[src/rtl/dmem_arbiter.sv]
// dmem_arbiter: shares the single-ported data memory between the pipeline MEM
// stage (port 0) and the debug/loader port (port 1).
//
// Port 0 has fixed priority. A starvation counter promotes port 1 after
// STARVE_LIMIT consecutive denied cycles. Requests to the ROM region (writes)
// or beyond MEM_SIZE are still granted, but they issue no memory enable and
// pulse pN_err on the following cycle. Reads return registered data with a
// one-cycle pN_rvalid strobe.
//
// Ports:
//   clk, rst            clock, synchronous active-high reset
//   pN_req/we/addr/wdata request side; payload held until pN_gnt
//   pN_gnt              combinational accept for this cycle
//   pN_rvalid/rdata     read return, one cycle after grant
//   pN_err              one-cycle pulse after an illegal accepted request
//   mem_*               single-ported memory interface (combinational read)
module dmem_arbiter #(
  parameter int unsigned MEM_SIZE     = 256,
  parameter int unsigned ROM_SIZE     = 2,
  parameter int unsigned STARVE_LIMIT = 4
) (
  input  logic        clk,
  input  logic        rst,

  input  logic        p0_req,
  input  logic        p0_we,
  input  logic [31:0] p0_addr,
  input  logic [63:0] p0_wdata,
  output logic        p0_gnt,
  output logic        p0_rvalid,
  output logic [63:0] p0_rdata,
  output logic        p0_err,

  input  logic        p1_req,
  input  logic        p1_we,
  input  logic [31:0] p1_addr,
  input  logic [63:0] p1_wdata,
  output logic        p1_gnt,
  output logic        p1_rvalid,
  output logic [63:0] p1_rdata,
  output logic        p1_err,

  output logic [31:0] mem_addr,
  output logic [63:0] mem_wr_data,
  output logic        mem_wr_enable,
  output logic        mem_rd_enable,
  input  logic [63:0] mem_rd_data
);

  typedef enum logic [0:0] {StFavor0, StFavor1} state_e;

  localparam logic [31:0] MemLimit    = 32'(MEM_SIZE);
  localparam logic [31:0] RomLimit    = 32'(ROM_SIZE);
  localparam logic [7:0]  StarveLimit = 8'(STARVE_LIMIT);

  state_e      state_q, state_d;
  logic [7:0]  starve_q, starve_d;

  logic        p0_rvalid_q, p0_rvalid_d;
  logic        p1_rvalid_q, p1_rvalid_d;
  logic        p0_err_q, p0_err_d;
  logic        p1_err_q, p1_err_d;
  logic [63:0] p0_rdata_q, p0_rdata_d;
  logic [63:0] p1_rdata_q, p1_rdata_d;

  logic        p0_legal, p1_legal;
  logic        sel_we, sel_legal, any_gnt;

  // Legality is evaluated on the request side, independent of the grant.
  always_comb begin
    p0_legal = (p0_addr < MemLimit) && !(p0_we && (p0_addr < RomLimit));
    p1_legal = (p1_addr < MemLimit) && !(p1_we && (p1_addr < RomLimit));
  end

  // Grant: a lone requester always wins; on contention the state decides.
  always_comb begin
    p0_gnt = 1'b0;
    p1_gnt = 1'b0;
    if (!rst) begin
      if (p0_req && p1_req) begin
        if (state_q == StFavor1) begin
          p1_gnt = 1'b1;
        end else begin
          p0_gnt = 1'b1;
        end
      end else if (p0_req) begin
        p0_gnt = 1'b1;
      end else if (p1_req) begin
        p1_gnt = 1'b1;
      end
    end
  end

  // Memory side mux; everything is zero when nothing is granted.
  always_comb begin
    mem_addr      = 32'd0;
    mem_wr_data   = 64'd0;
    sel_we        = 1'b0;
    sel_legal     = 1'b0;
    any_gnt       = p0_gnt | p1_gnt;
    if (p0_gnt) begin
      mem_addr    = p0_addr;
      mem_wr_data = p0_wdata;
      sel_we      = p0_we;
      sel_legal   = p0_legal;
    end else if (p1_gnt) begin
      mem_addr    = p1_addr;
      mem_wr_data = p1_wdata;
      sel_we      = p1_we;
      sel_legal   = p1_legal;
    end
    mem_wr_enable = any_gnt & sel_we & sel_legal;
    mem_rd_enable = any_gnt & ~sel_we & sel_legal;
  end

  // Starvation counter: counts consecutive denied port 1 cycles.
  always_comb begin
    starve_d = starve_q;
    if (!p1_req || p1_gnt) begin
      starve_d = 8'd0;
    end else if (starve_q < StarveLimit) begin
      starve_d = starve_q + 8'd1;
    end
  end

  // Arbitration FSM. The promotion uses the registered count, so FAVOR1
  // only takes effect on the cycle after the limit is observed.
  always_comb begin
    state_d = state_q;
    unique case (state_q)
      StFavor0: begin
        if ((starve_q >= StarveLimit) && !p1_gnt) begin
          state_d = StFavor1;
        end
      end
      StFavor1: begin
        if (p1_gnt || !p1_req) begin
          state_d = StFavor0;
        end
      end
      default: state_d = StFavor0;
    endcase
  end

  // Response next-state. Illegal reads still return a strobe with zero data.
  always_comb begin
    p0_rvalid_d = p0_gnt & ~p0_we;
    p1_rvalid_d = p1_gnt & ~p1_we;
    p0_err_d    = p0_gnt & ~p0_legal;
    p1_err_d    = p1_gnt & ~p1_legal;
    p0_rdata_d  = p0_rdata_q;
    p1_rdata_d  = p1_rdata_q;
    if (p0_gnt && !p0_we) begin
      p0_rdata_d = p0_legal ? mem_rd_data : 64'd0;
    end
    if (p1_gnt && !p1_we) begin
      p1_rdata_d = p1_legal ? mem_rd_data : 64'd0;
    end
  end

  always_ff @(posedge clk) begin
    if (rst) begin
      state_q     <= StFavor0;
      starve_q    <= 8'd0;
      p0_rvalid_q <= 1'b0;
      p1_rvalid_q <= 1'b0;
      p0_err_q    <= 1'b0;
      p1_err_q    <= 1'b0;
      p0_rdata_q  <= 64'd0;
      p1_rdata_q  <= 64'd0;
    end else begin
      state_q     <= state_d;
      starve_q    <= starve_d;
      p0_rvalid_q <= p0_rvalid_d;
      p1_rvalid_q <= p1_rvalid_d;
      p0_err_q    <= p0_err_d;
      p1_err_q    <= p1_err_d;
      p0_rdata_q  <= p0_rdata_d;
      p1_rdata_q  <= p1_rdata_d;
    end
  end

  // Reset masks responses already registered from the cycle before it, so a
  // read granted just before reset never shows an rvalid.
  always_comb begin
    p0_rvalid = p0_rvalid_q & ~rst;
    p1_rvalid = p1_rvalid_q & ~rst;
    p0_err    = p0_err_q & ~rst;
    p1_err    = p1_err_q & ~rst;
    p0_rdata  = rst ? 64'd0 : p0_rdata_q;
    p1_rdata  = rst ? 64'd0 : p1_rdata_q;
  end

endmodule
[config.mk]
export PLATFORM = sky130hd
export DESIGN_NAME = dmem_arbiter
export DESIGN_NICKNAME = d
export VERILOG_FILES = /design/src/rtl/dmem_arbiter.sv
export SDC_FILE = /design/constraint.sdc
export NUM_CORES = 1
export LEC_CHECK = 0
export BUFFER_PORTS_ARGS = -buffer_cell sky130_fd_sc_hd__buf_2
export CAP_MARGIN = 0
export CORE_AREA = 2 2 194 196
export CTS_CLUSTER_DIAMETER = 30
export DETAILED_ROUTE_END_ITERATION = 16
export DIE_AREA = 0 0 196 198
export HOLD_SLACK_MARGIN = 0.05
export RECOVER_POWER = 50
export SKIP_LAST_GASP = 1
export SLEW_MARGIN = 40
export SYNTH_ARGS = -nofsm -noshare
export SYNTH_HDL_FRONTEND = slang
export SYNTH_SLANG_ARGS = --single-unit
[constraint.sdc]
create_clock -name clk -period 2.49 [get_ports clk]
set_input_delay 0.3735 -clock clk [delete_from_list [all_inputs] [get_ports clk]]
set_output_delay 0.3735 -clock clk [all_outputs]
set_load 0.1 [all_outputs]
### Word level (Yosys, flattened, before mapping)

Index checks and enable logic that the tools add are counted.

| operators by class | value |
|---|---|
| add/sub/neg operators | 1 |
| order comparisons | 6 |
| multiplexer cells | 24 |
| bitwise gates (word level) | 20 |
| reduce and logical (&&, ||, !) cells | 16 |

Operators by type and width:

| kind | number |
|---|---|
| two-way mux 64 bit | 6 |
| < comparator 32 x 2 -> 1 bit, second input constant | 2 |
| < comparator 32 x 9 -> 1 bit, second input constant | 2 |
| two-way mux 32 bit | 2 |
| two-way mux 1 bit | 15 |
| AND 1 bit | 12 |
| adder 8 x 1 -> 8 bit, second input constant | 1 |
| >= comparator 8 x 3 -> 1 bit, second input constant | 1 |
| logical AND 1 bit | 8 |
| < comparator 8 x 3 -> 1 bit, second input constant | 1 |
| inverter 1 bit | 7 |
| logical NOT 1 bit | 6 |
| case mux 1 bit (2 select lines) | 1 |
| OR reduction 2 bit | 1 |
| logical OR 1 bit | 1 |
| bitwise OR 1 bit | 1 |

| word-level totals | value |
|---|---|
| bits in registers | 141 |
| output and inout port bits | 232 |
| word-level logic and storage cells | 75 |

### Longest topological paths before layout

Gate-level depths: netlist (run 1).

| depth | value |
|---|---|
| word-level depth | 9 |
| gate-level depth with buffers | 6 |
| depth with buffers taken out | 4 |

### Worst setup path before layout (run 1)

OpenSTA, ideal clock, no wires.

| path | value |
|---|---|
| path kind | input to output |
| from | input rst |
| to | output mem_addr[23] |
| arrival time | 2.818 ns |
| data required time | 2.117 ns |
| setup slack | -0.702 ns |
| stages on the path | 4 |
| cells stage by stage | buf_4 -> a211oi_4 -> clkbuf_1 -> a22o_1 |

| on the way | value |
|---|---|
| elaborated cells between the ends (all ways) | 4 |

RTL lines:

| what | line | source |
|---|---|---|
| start, declared | 23 | `input logic rst,` |
| two-way mux 1 bit | 79 | `if (!rst) begin` |
| named net p0_gnt | 29 | `output logic p0_gnt,` |
| two-way mux 32 bit | 101 | `if (p0_gnt) begin` |
| end, declared | 43 | `output logic [31:0] mem_addr,` |

The timed path passes the listed nets, and every way through them passes these cells.

### Final worst setup path (run 1)

| path | value |
|---|---|
| from | register state_q |
| to | output mem_addr[31] |

| on the way | value |
|---|---|
| longest elaborated chain between the ends | 5 |
| elaborated cells between the ends (all ways) | 8 |

Ends and longest elaborated chain:

| what | line | source |
|---|---|---|
| start, declared | 56 | `state_e state_q, state_d;` |
| start signal, assigned | 163 | `state_q <= StFavor0;` |
| start signal, assigned | 172 | `state_q <= state_d;` |
| two-way mux 1 bit | 81 | `if (state_q == StFavor1) begin` |
| two-way mux 1 bit | 80 | `if (p0_req && p1_req) begin` |
| two-way mux 1 bit | 79 |  |
| two-way mux 32 bit | 106 | `end else if (p1_gnt) begin` |
| two-way mux 32 bit (*) | 101 |  |

Every way passes the cells marked *; elsewhere a longest branch is shown, timed or not.

==> results of run 1 <==
[final timing paths]
kind                    end  slack, ps  depth (start not counted)
max            mem_addr[31]        110                          6
min           p1_rdata_q[2]        180                          2
max reg2reg  p1_rdata_q[23]        710                          6
min reg2reg     starve_q[4]        460                          1
[Yosys cell counts (all sizes together)]
cell and count:
and2b 7, nor2 4, nor4 15, clkbuf 31, a2111oi 1, nor4b 3
nor3 1, a32o 1, a211oi 3, a31o 128, inv 3, ha 2
and2 6, dfxtp 141, xnor2 1, or4 1, nand2 2, nor2b 256
nor3b 1, nand3 1, a21oi 1, a22o 97, and3 1, nand4 2
buf 47, mux2i 1
[power by group]
group          switching, mW  total, mW  leakage, nW  internal (mW)
logic                   1.15       1.80         4.42          0.651
registers            0.00129       2.26         1.14           2.26
clock network          0.978       2.49        0.274           1.51
total                   2.13       6.56         5.83           4.42
[per-layer routing]
layer	wire (µm)	GRT usage
met5	30	0
met4	1030	0.0651
met3	2190	0.0416
met2	17400	0.306
met1	14200	0.203
[sequential cells by signal (all words and copies together), names as in the netlist]
signal       flops
p0_err_q         1
state_q          1
p1_err_q         1
p1_rdata_q      64
p0_rvalid_q      1
p0_rdata_q      64
p1_rvalid_q      1
starve_q         8
[cell type report]
cell class                 count  area (µm²)  share of cell area
timing repair buffer         531        4430               0.350
multi-input combinational    535        4210               0.332
sequential                   141        2830               0.223
tap                          474         593              0.0468
clock buffer                  20         457              0.0360
clock inverter                11         119             0.00938
antenna                        8        20.0             0.00158
inverter                       3        11.3            0.000889
[cells in the final DEF, fill, tap and decap left out, types with 3 or more instances in the layout]
| master | instances |
|---|---|
| a22o_1 | 88 |
| a22o_2 | 8 |
| a31o_1 | 60 |
| a31o_2 | 68 |
| and2_0 | 3 |
| and2_1 | 3 |
| and2b_1 | 7 |
| buf_12 | 112 |
| buf_2 | 344 |
| buf_4 | 17 |
| clkbuf_1 | 25 |
| clkbuf_16 | 18 |
| clkbuf_2 | 30 |
| clkinv_2 | 4 |
| clkinvlp_4 | 4 |
| dfxtp_1 | 140 |
| diode_2 | 8 |
| inv_1 | 3 |
| nor2_1 | 4 |
| nor2b_1 | 186 |
| nor2b_2 | 70 |
| nor4_1 | 14 |
[through the flow]
step	setup TNS (ps)	hold slack, ps	setup slack, ps
floorplan	-1540	420	-185
global placement	0	434	49.3
detailed placement	0	443	61.2
CTS	0	151	7.71
global route	0	161	4.92
finish	0	181	106
[what timing repair did]
item	4_1_cts	5_1_grt
pin swaps	1	1
setup buffers	1	1
endpoints found under the setup margin	69	42
gates cloned	2	1
gates resized for setup	3	3
[worst reg2reg max path, stage by stage (launching register included)]
cell     delay (ps)
dfxtp_4         390
nor2b_2          80
nor4b_4         270
buf_12          270
buf_12          280
nor2b_1         160
a31o_2          210
[logic make-up (layout without fill, tap and decap cells)]
family | count (synthesis) | in the layout | synth area share
XOR/XNOR | 1 | 1 | 0.00120
buffers and inverters | 81 | 565 | 0.0647
AND/OR/NAND/NOR | 300 | 300 | 0.260
other | 0 | 8 | 0
adder cells (fa/ha/maj) | 2 | 2 | 0.00343
multiplexers | 1 | 1 | 0.00137
AO/OA/AOI/OAI | 231 | 231 | 0.282
flip-flops | 141 | 141 | 0.387
==> flow_metrics.py, run 1 <==
metrics = {
    "floorplanning": {
        "core-area_um2": 37000,
        "num_rows": 71,
        "start_util": 0.197,
        "num_io_pins": 494,
        "die_w_um": 196,
        "die_h_um": 198,
        "design.die.area_um2": 38800,
    },
    "timing": {
        "finClkSkew_ps": 9.56,
        "timing.fmax_mhz": 420,
        "final.min_clock_period_ps": 2380,
        "maxSlewViolCount": 0,
        "setup_viol": 0,
        "rsz0062_at_grt": "false",
        "hold_violations": 0,
        "tightest_slew_ps": 1260,
        "post-route-period-util": 0.957,
        "max_slew_margin": 0.161,
    },
    "drt": {
        "viasPerCell": 4.59,
        "drc_errors": 0,
        "drtIter0Drc": 332,
        "wire_per_inst_um": 20.2,
        "dr.pass1.iters": 4,
        "postRouteAntennaNets": 0,
        "vias": 7903,
        "routed_wl_um": 34800,
    },
    "cts": {
        "cts_tree": "yes",
        "cts_root_buf": "clkbuf_16",
        "path_clk_slew_ps": 60,
        "cts_num_sinks": 141,
        "cts_hold_buf": 0,
        "clkLatencyLatePin_ps": 430,
        "clockBufferDepth": 2,
        "numCtsBuffers": 17,
        "htree_levels": 4,
    },
    "logic_synthesis": {
        "synth_seq_cells": 141,
        "yosys.area.top_type_share": 0.387,
        "yosys_warnings": 0,
        "synth.distinct_cells": 32,
        "synth.largest_area_cell": "dfxtp_1",
        "syn_nets": 1021,
        "syn_avg_cell_area_um2": 9.64,
        "netlist_instances": 757,
        "seq_area_frac_synth": 0.387,
        "synth_area_um2": 7290,
        "synth_area_leaders": "dfxtp_1 (39%), nor2b_1 (22%), a22o_1 (12%)",
    },
    "cells_and_area": {
        "instances_no_fill": 1723,
        "area_growth_pct": 73.7,
        "fill_cells": 3761,
        "final_nets": 1493,
        "drive_gt1_frac": 0.558,
        "fin_area_um2": 12700,
        "final_util": 0.343,
    },
    "hold_path": {
        "hp-start": "mem_rd_data[2]",
        "worstHoldPathType": "in -> reg",
    },
    "worst_setup_path": {
        "crit_path_end_kind": "output pin",
        "cp-start-kind": "flop",
        "critPathTopFamily": "buffers and inverters",
        "path_buf_inv": 3,
        "crit_required_ps": 2120,
        "reg2reg_from": "state_q",
        "slowest_stage": "dfxtp_4",
        "crit_arrival_ps": 2010,
        "worstPathMaxFanout": 25,
        "critPathLaunch": "state_q",
        "cp_common_cell": "buf_12",
        "slowest_delay_ps": 390,
        "crit_chain": "nor2b_2 > nor3b_4 > buf_12 > bufbuf_16 > a22o_1 > buf_12",
        "timing_worst_setup_path_type": "reg -> out",
    },
    "run_status": {
        "outcome": "completed",
    },
    "placement": {
        "dpl.hpwl_um": 27300,
        "dpl_cell_area_um2": 12000,
        "gp_congestion": 0.917,
        "portBuffers": 493,
        "place_inst": 1679,
    },
    "job": {
        "drv_cap": 0,
    },
    "grt": {
        "grt_pass1_wl_um": 50000,
        "antenna_found_initial": 12,
        "grt_pass1_vias": 7816,
        "grt_usage": 0.173,
        "grt_max_degree": 68,
        "grt_overflow_total": 0,
    },
    "pwr": {
        "ir_drop_mv": 0.325,
        "p_leak_nw": 5.83,
        "p_total_mw": 6.56,
        "power_density_nw_per_um2": 517,
    },
}
Note: power is estimated with default switching activity, not from simulation.
==> run 2: changes to the inputs <==
--- a/config.mk
+++ b/config.mk
@@ -6,13 +6,13 @@
 export NUM_CORES = 1
 export LEC_CHECK = 0
 export BUFFER_PORTS_ARGS = -buffer_cell sky130_fd_sc_hd__buf_2
-export CAP_MARGIN = 0
 export CORE_AREA = 2 2 194 196
 export CTS_CLUSTER_DIAMETER = 30
 export DETAILED_ROUTE_END_ITERATION = 16
 export DIE_AREA = 0 0 196 198
 export HOLD_SLACK_MARGIN = 0.05
 export RECOVER_POWER = 50
+export REMOVE_ABC_BUFFERS = 1
 export SKIP_LAST_GASP = 1
 export SLEW_MARGIN = 40
 export SYNTH_ARGS = -nofsm -noshare
==> flow_metrics.py, run 2 (same netlist as run 1, synthesis figures left out) <==
metrics = {
    "worst_setup_path": {
        "crit_path_end_kind": "output pin",
        "slowest_stage": "dfxtp_1",
        "crit_arrival_ps": 2110,
        "worstPathMaxFanout": 22,
        "cp_common_cell": "buf_12",
        "timing_worst_setup_path_type": "reg -> out",
        "crit_chain": "buf_4 > a211oi_4 > buf_12 > bufbuf_16 > a22o_2 > buf_12",
        "slowest_delay_ps": 320,
        "crit_required_ps": 2120,
        "cp-start-kind": "flop",
    },
    "cts": {
        "numCtsBuffers": 17,
        "cts_num_sinks": 141,
        "cts_tree": "yes",
        "clockBufferDepth": 2,
        "htree_levels": 4,
        "cts_hold_buf": 0,
        "clkLatencyLatePin_ps": 440,
        "cts_root_buf": "clkbuf_16",
        "path_clk_slew_ps": 70,
    },
    "cells_and_area": {
        "multiInputGateArea_um2": 4180,
        "final_nets": 1505,
        "regArea_um2": 2820,
        "fill_cells": 3738,
        "layout_commonest_cell": "buf_2",
        "area_growth_pct": 77.1,
        "instances_no_fill": 1743,
        "top_regs": "p0_rdata_q x64, p1_rdata_q x64, starve_q x8",
        "drive_gt1_frac": 0.537,
        "final_cell_mix": "buf_2 (389), nor2b_1 (255), dfxtp_1 (141)",
    },
    "grt": {
        "grt_max_degree": 72,
        "antenna_found_initial": 20,
        "grtUsageMet3": 0.0881,
        "grt_overflow_total": 0,
        "grt_util_met1": 0.225,
        "busiest_layer": "met2",
        "grtUsageMet2": 0.355,
        "grt_pass1_wl_um": 56800,
        "grt_usage": 0.207,
        "grt_pass1_vias": 7861,
    },
    "floorplanning": {
        "core-area_um2": 37000,
        "design.die.area_um2": 38800,
        "die_w_um": 196,
        "num_rows": 71,
        "start_util": 0.197,
        "die_h_um": 198,
        "num_io_pins": 494,
    },
    "drt": {
        "drtIter0Drc": 484,
        "dr.pass1.iters": 7,
        "viasPerCell": 4.71,
        "routed_wl_um": 41700,
        "wire_per_inst_um": 23.9,
        "vias": 8213,
        "postRouteAntennaNets": 0,
        "drc_errors": 0,
    },
    "job": {
        "drv_cap": 0,
    },
    "pwr": {
        "p_total_mw": 6.86,
        "switching_share": 0.338,
        "pwr-share-clk": 0.390,
        "power_density_nw_per_um2": 531,
        "p_switching_mw": 2.32,
        "p_leak_nw": 6.15,
        "power.share.combinational": 0.281,
        "ir_drop_mv": 0.453,
        "p_seq_frac": 0.329,
        "intPower_mw": 4.54,
    },
    "timing": {
        "maxSlewViolCount": 0,
        "final.min_clock_period_ps": 2480,
        "setup_viol": 0,
        "max_slew_margin": 0.439,
        "tightest_slew_ps": 841,
        "timing.fmax_mhz": 403,
        "setup_ws_ps": 5.98,
        "rsz0062_at_grt": "true",
        "finClkSkew_ps": 7.04,
        "post-route-period-util": 0.998,
        "hold_violations": 0,
    },
    "placement": {
        "place_ws_ps": 50.5,
        "place_inst": 1688,
        "portBuffers": 493,
        "dpl.hpwl_um": 33100,
        "gp_congestion": 0.990,
    },
    "run_status": {
        "outcome": "completed",
    },
    "hold_path": {
        "worstHoldPathType": "in -> reg",
    },
}
==> run 2: cell types whose count changed in the layout (fill, tap and decap cells not counted), moves of 4 or more <==
cell      before  now
clkbuf_2      30    0
buf_2        344  389
buf_4         17   31
nor2b_1      186  255
clkinv_4       1    5
clkbuf_1      25    0
buf_16         0    4
nor2b_2       70    1
a22o_4         1   16
diode_2        8   15
a22o_1        88   76
==> run 2: repair_timing <==
action	4_1_cts	5_1_grt
setup buffers	3	1
setup endpoints to repair	61	72
pin swaps	2	8
cloned	2	2
gates resized for setup	10	23
==> run 2: final timing paths <==
path,cells after the start,end,slack (ps),start
setup reg to reg,6,p0_rdata_q[18],600,state_q
setup / recovery,6,mem_wr_data[4],6,state_q
hold reg to reg,1,starve_q[5],460,starve_q[5]
hold / removal,2,p1_rdata_q[4],160,mem_rd_data[4]
==> run 2: stage by stage <==
stage	setup TNS (ps)	util	instance area [µm²]	hold slack (ps)
3_3_place_gp	0	0.322	11900	433
3_5_place_dp	0	0.322	11900	442
4_1_cts	-360	0.342	12700	125
6_report	0	0.350	12900	161
2_1_floorplan	-934360	-	6830	420
5_1_grt	-716	0.349	12900	139
==> run 2: layout make-up <==
type                       instances  area share
multi-input combinational        535       0.324
tap                              474      0.0459
sequential                       141       0.218
clock inverter                    15      0.0145
inverter                           3    0.000872
clock buffer                      17      0.0329
timing repair buffer             543       0.361
antenna                           15     0.00291
==> run 2: worst max-delay path: cells and delay by family (launching register included) <==
family | cells | cell delay (ps)
buffers and inverters | 4 | 850
AOI/OAI and AO/OA | 2 | 490
DFF | 1 | 320
==> run 2: power by group through the flow <==
stage          registers [mW]  logic [mW]  clock network (mW)
2_1_floorplan            2.31       0.901                   0
3_3_place_gp             2.31        1.85                   0
3_5_place_dp             2.31        1.85                   0
4_1_cts                  2.26        1.89                2.76
5_1_grt                  2.26        1.98                2.85
6_report                 2.26        1.92                2.68
==> run 2: metal layers <==
layer / part of all wire / vias up
met5: 0.00024 / -
met4: 0.033 / 2
met3: 0.10 / 72
met2: 0.49 / 437
met1: 0.37 / 3974
li1: - / 3728
==> run 3: changes to the inputs <==
==> constraint.sdc (replaced) <==
create_clock -name clk -period 2.49 [get_ports clk]
set_input_delay 0.6225 -clock clk [delete_from_list [all_inputs] [get_ports clk]]
set_output_delay 0.6225 -clock clk [all_outputs]
set_load 0.1 [all_outputs]
==> flow_metrics.py, run 3 (same netlist as run 1, synthesis figures left out) <==
metrics = {
    "drt": {
        "routed_wl_um": 44800,
        "dr.pass1.iters": 5,
        "vias": 8528,
        "drtIter0Drc": 373,
        "drc_errors": 0,
        "wire_per_inst_um": 24.5,
        "viasPerCell": 4.67,
        "postRouteAntennaNets": 0,
    },
    "cts": {
        "clockBufferDepth": 2,
        "cts_root_buf": "clkbuf_16",
        "htree_levels": 4,
        "cts_hold_buf": 0,
        "cts_num_sinks": 141,
        "cts_tree": "yes",
        "numCtsBuffers": 17,
        "clkLatencyLatePin_ps": 440,
        "path_clk_slew_ps": 60,
    },
    "worst_setup_path": {
        "crit_path_end_kind": "output pin",
        "reg2regPathDepth": 7,
        "regToRegEndpoint": "p0_rdata_q[14]",
        "timing_worst_setup_path_type": "in -> out",
        "reg2reg_slack_ps": -50,
        "critPathLaunch": "p0_addr[16]",
        "reg2reg_from": "state_q",
        "crit_required_ps": 1870,
        "crit_arrival_ps": 2080,
        "cp-start-kind": "input pin",
        "worstPathMaxFanout": 2,
    },
    "hold_path": {
        "hp-start": "mem_rd_data[46]",
        "min_path_cells": 2,
        "holdPathEnd": "p0_rdata_q[46]",
        "worstHoldPathType": "in -> reg",
    },
    "pwr": {
        "p_seq_frac": 0.323,
        "pwr-share-clk": 0.363,
        "switching_share": 0.338,
        "power_density_nw_per_um2": 432,
        "p_switching_mw": 2.36,
        "p_leak_nw": 7.24,
        "intPower_mw": 4.63,
        "ir_drop_mv": 0.476,
        "power.share.combinational": 0.314,
    },
    "timing": {
        "maxSlewViolCount": 0,
        "finClkSkew_ps": 9.70,
        "hold_violations": 0,
        "timing.fmax_mhz": 370,
        "setup_ws_ps": -211,
        "max_slew_margin": 0.335,
        "post-route-period-util": 1.08,
        "setup_viol": 106,
        "final.min_clock_period_ps": 2700,
        "rsz0062_at_grt": "true",
        "tightest_slew_ps": 997,
    },
    "cells_and_area": {
        "instances_no_fill": 1828,
        "multiInputGateArea_um2": 4860,
        "final_cell_mix": "buf_2 (260), buf_12 (232), nor2b_1 (227)",
        "fill_cells": 3425,
        "area_growth_pct": 122,
        "regArea_um2": 2820,
        "layout_commonest_cell": "buf_2",
        "drive_gt1_frac": 0.634,
        "top_regs": "p0_rdata_q x64, p1_rdata_q x64, starve_q x8",
        "fin_area_um2": 16200,
        "final_nets": 1594,
    },
    "floorplanning": {
        "core-area_um2": 37000,
        "num_io_pins": 494,
        "design.die.area_um2": 38800,
        "die_h_um": 198,
        "start_util": 0.197,
        "die_w_um": 196,
        "num_rows": 71,
    },
    "job": {
        "drv_cap": 0,
    },
    "run_status": {
        "outcome": "complete, but fails checks",
        "violations": "negative setup slack",
    },
    "placement": {
        "place_inst": 1762,
        "portBuffers": 493,
        "gp_congestion": 1.03,
        "dpl.hpwl_um": 35300,
        "dpl_cell_area_um2": 14200,
    },
    "grt": {
        "grt_usage": 0.224,
        "antenna_found_initial": 18,
        "grt_overflow_total": 0,
        "grt_pass1_wl_um": 61400,
        "grt_pass1_vias": 8716,
        "grt_max_degree": 66,
    },
}
## run 3: final cells by class
type | count | area share
inverters | 3 | 0.000694
diodes | 11 | 0.00170
clock buffers | 19 | 0.0273
clock inverters | 13 | 0.00872
well taps | 474 | 0.0366
flip-flops and latches | 141 | 0.174
repair buffers | 632 | 0.451
multi-input cells | 535 | 0.300
## run 3: worst max path at each step
stage / cells after the start / end
finish: 7 / mem_rd_enable
global route: 7 / mem_rd_enable
CTS: 8 / mem_wr_data[43]
detailed placement: 7 / mem_rd_enable
global placement: 7 / mem_rd_enable
floorplan: 3 / mem_wr_enable
## run 3: repair_timing
action | in CTS | in global routing
cloned | 5 | 4
pin swaps | 36 | 56
buffers inserted | 17 | 9
gates resized for setup | 129 | 92
endpoints found under the setup margin | 104 | 128
## run 3: critical path, stage by stage
cell	delay (ps)
buf_6	100
nor4_2	280
nand4_1	190
a211oi_4	350
buf_4	180
a22o_4	160
buf_12	180
## run 3: metal layers
layer / vias to the layer above / routed length [µm] / global-route usage
li1: 3901 / - / -
met1: 4209 / 16600 / 0.242
met2: 359 / 23200 / 0.402
met3: 59 / 3460 / 0.0746
met4: 0 / 1550 / 0.0923
met5: - / 0 / 0
## run 3: stage by stage
stage | utilization | hold slack [ps] | worst slack [ps] | power, mW | TNS, ps
floorplan | - | 420 | -7880 | 3.21 | -1025620
global placement | 0.386 | 434 | -591 | 4.27 | -11580
detailed placement | 0.386 | 441 | -579 | 4.27 | -10550
CTS | 0.426 | 383 | -207 | 7.02 | -14560
global route | 0.439 | 397 | -294 | 7.23 | -20270
finish | 0.439 | 415 | -211 | 7.00 | -12790
## run 3: power by group through the flow
stage | combinational (mW) | sequential [mW] | clock [mW]
after detailed placement | 1.96 | 2.31 | 0
final | 2.20 | 2.26 | 2.54
after CTS | 2.13 | 2.26 | 2.63
after global routing | 2.26 | 2.26 | 2.71
after floorplan | 0.901 | 2.31 | 0
after global placement | 1.96 | 2.31 | 0
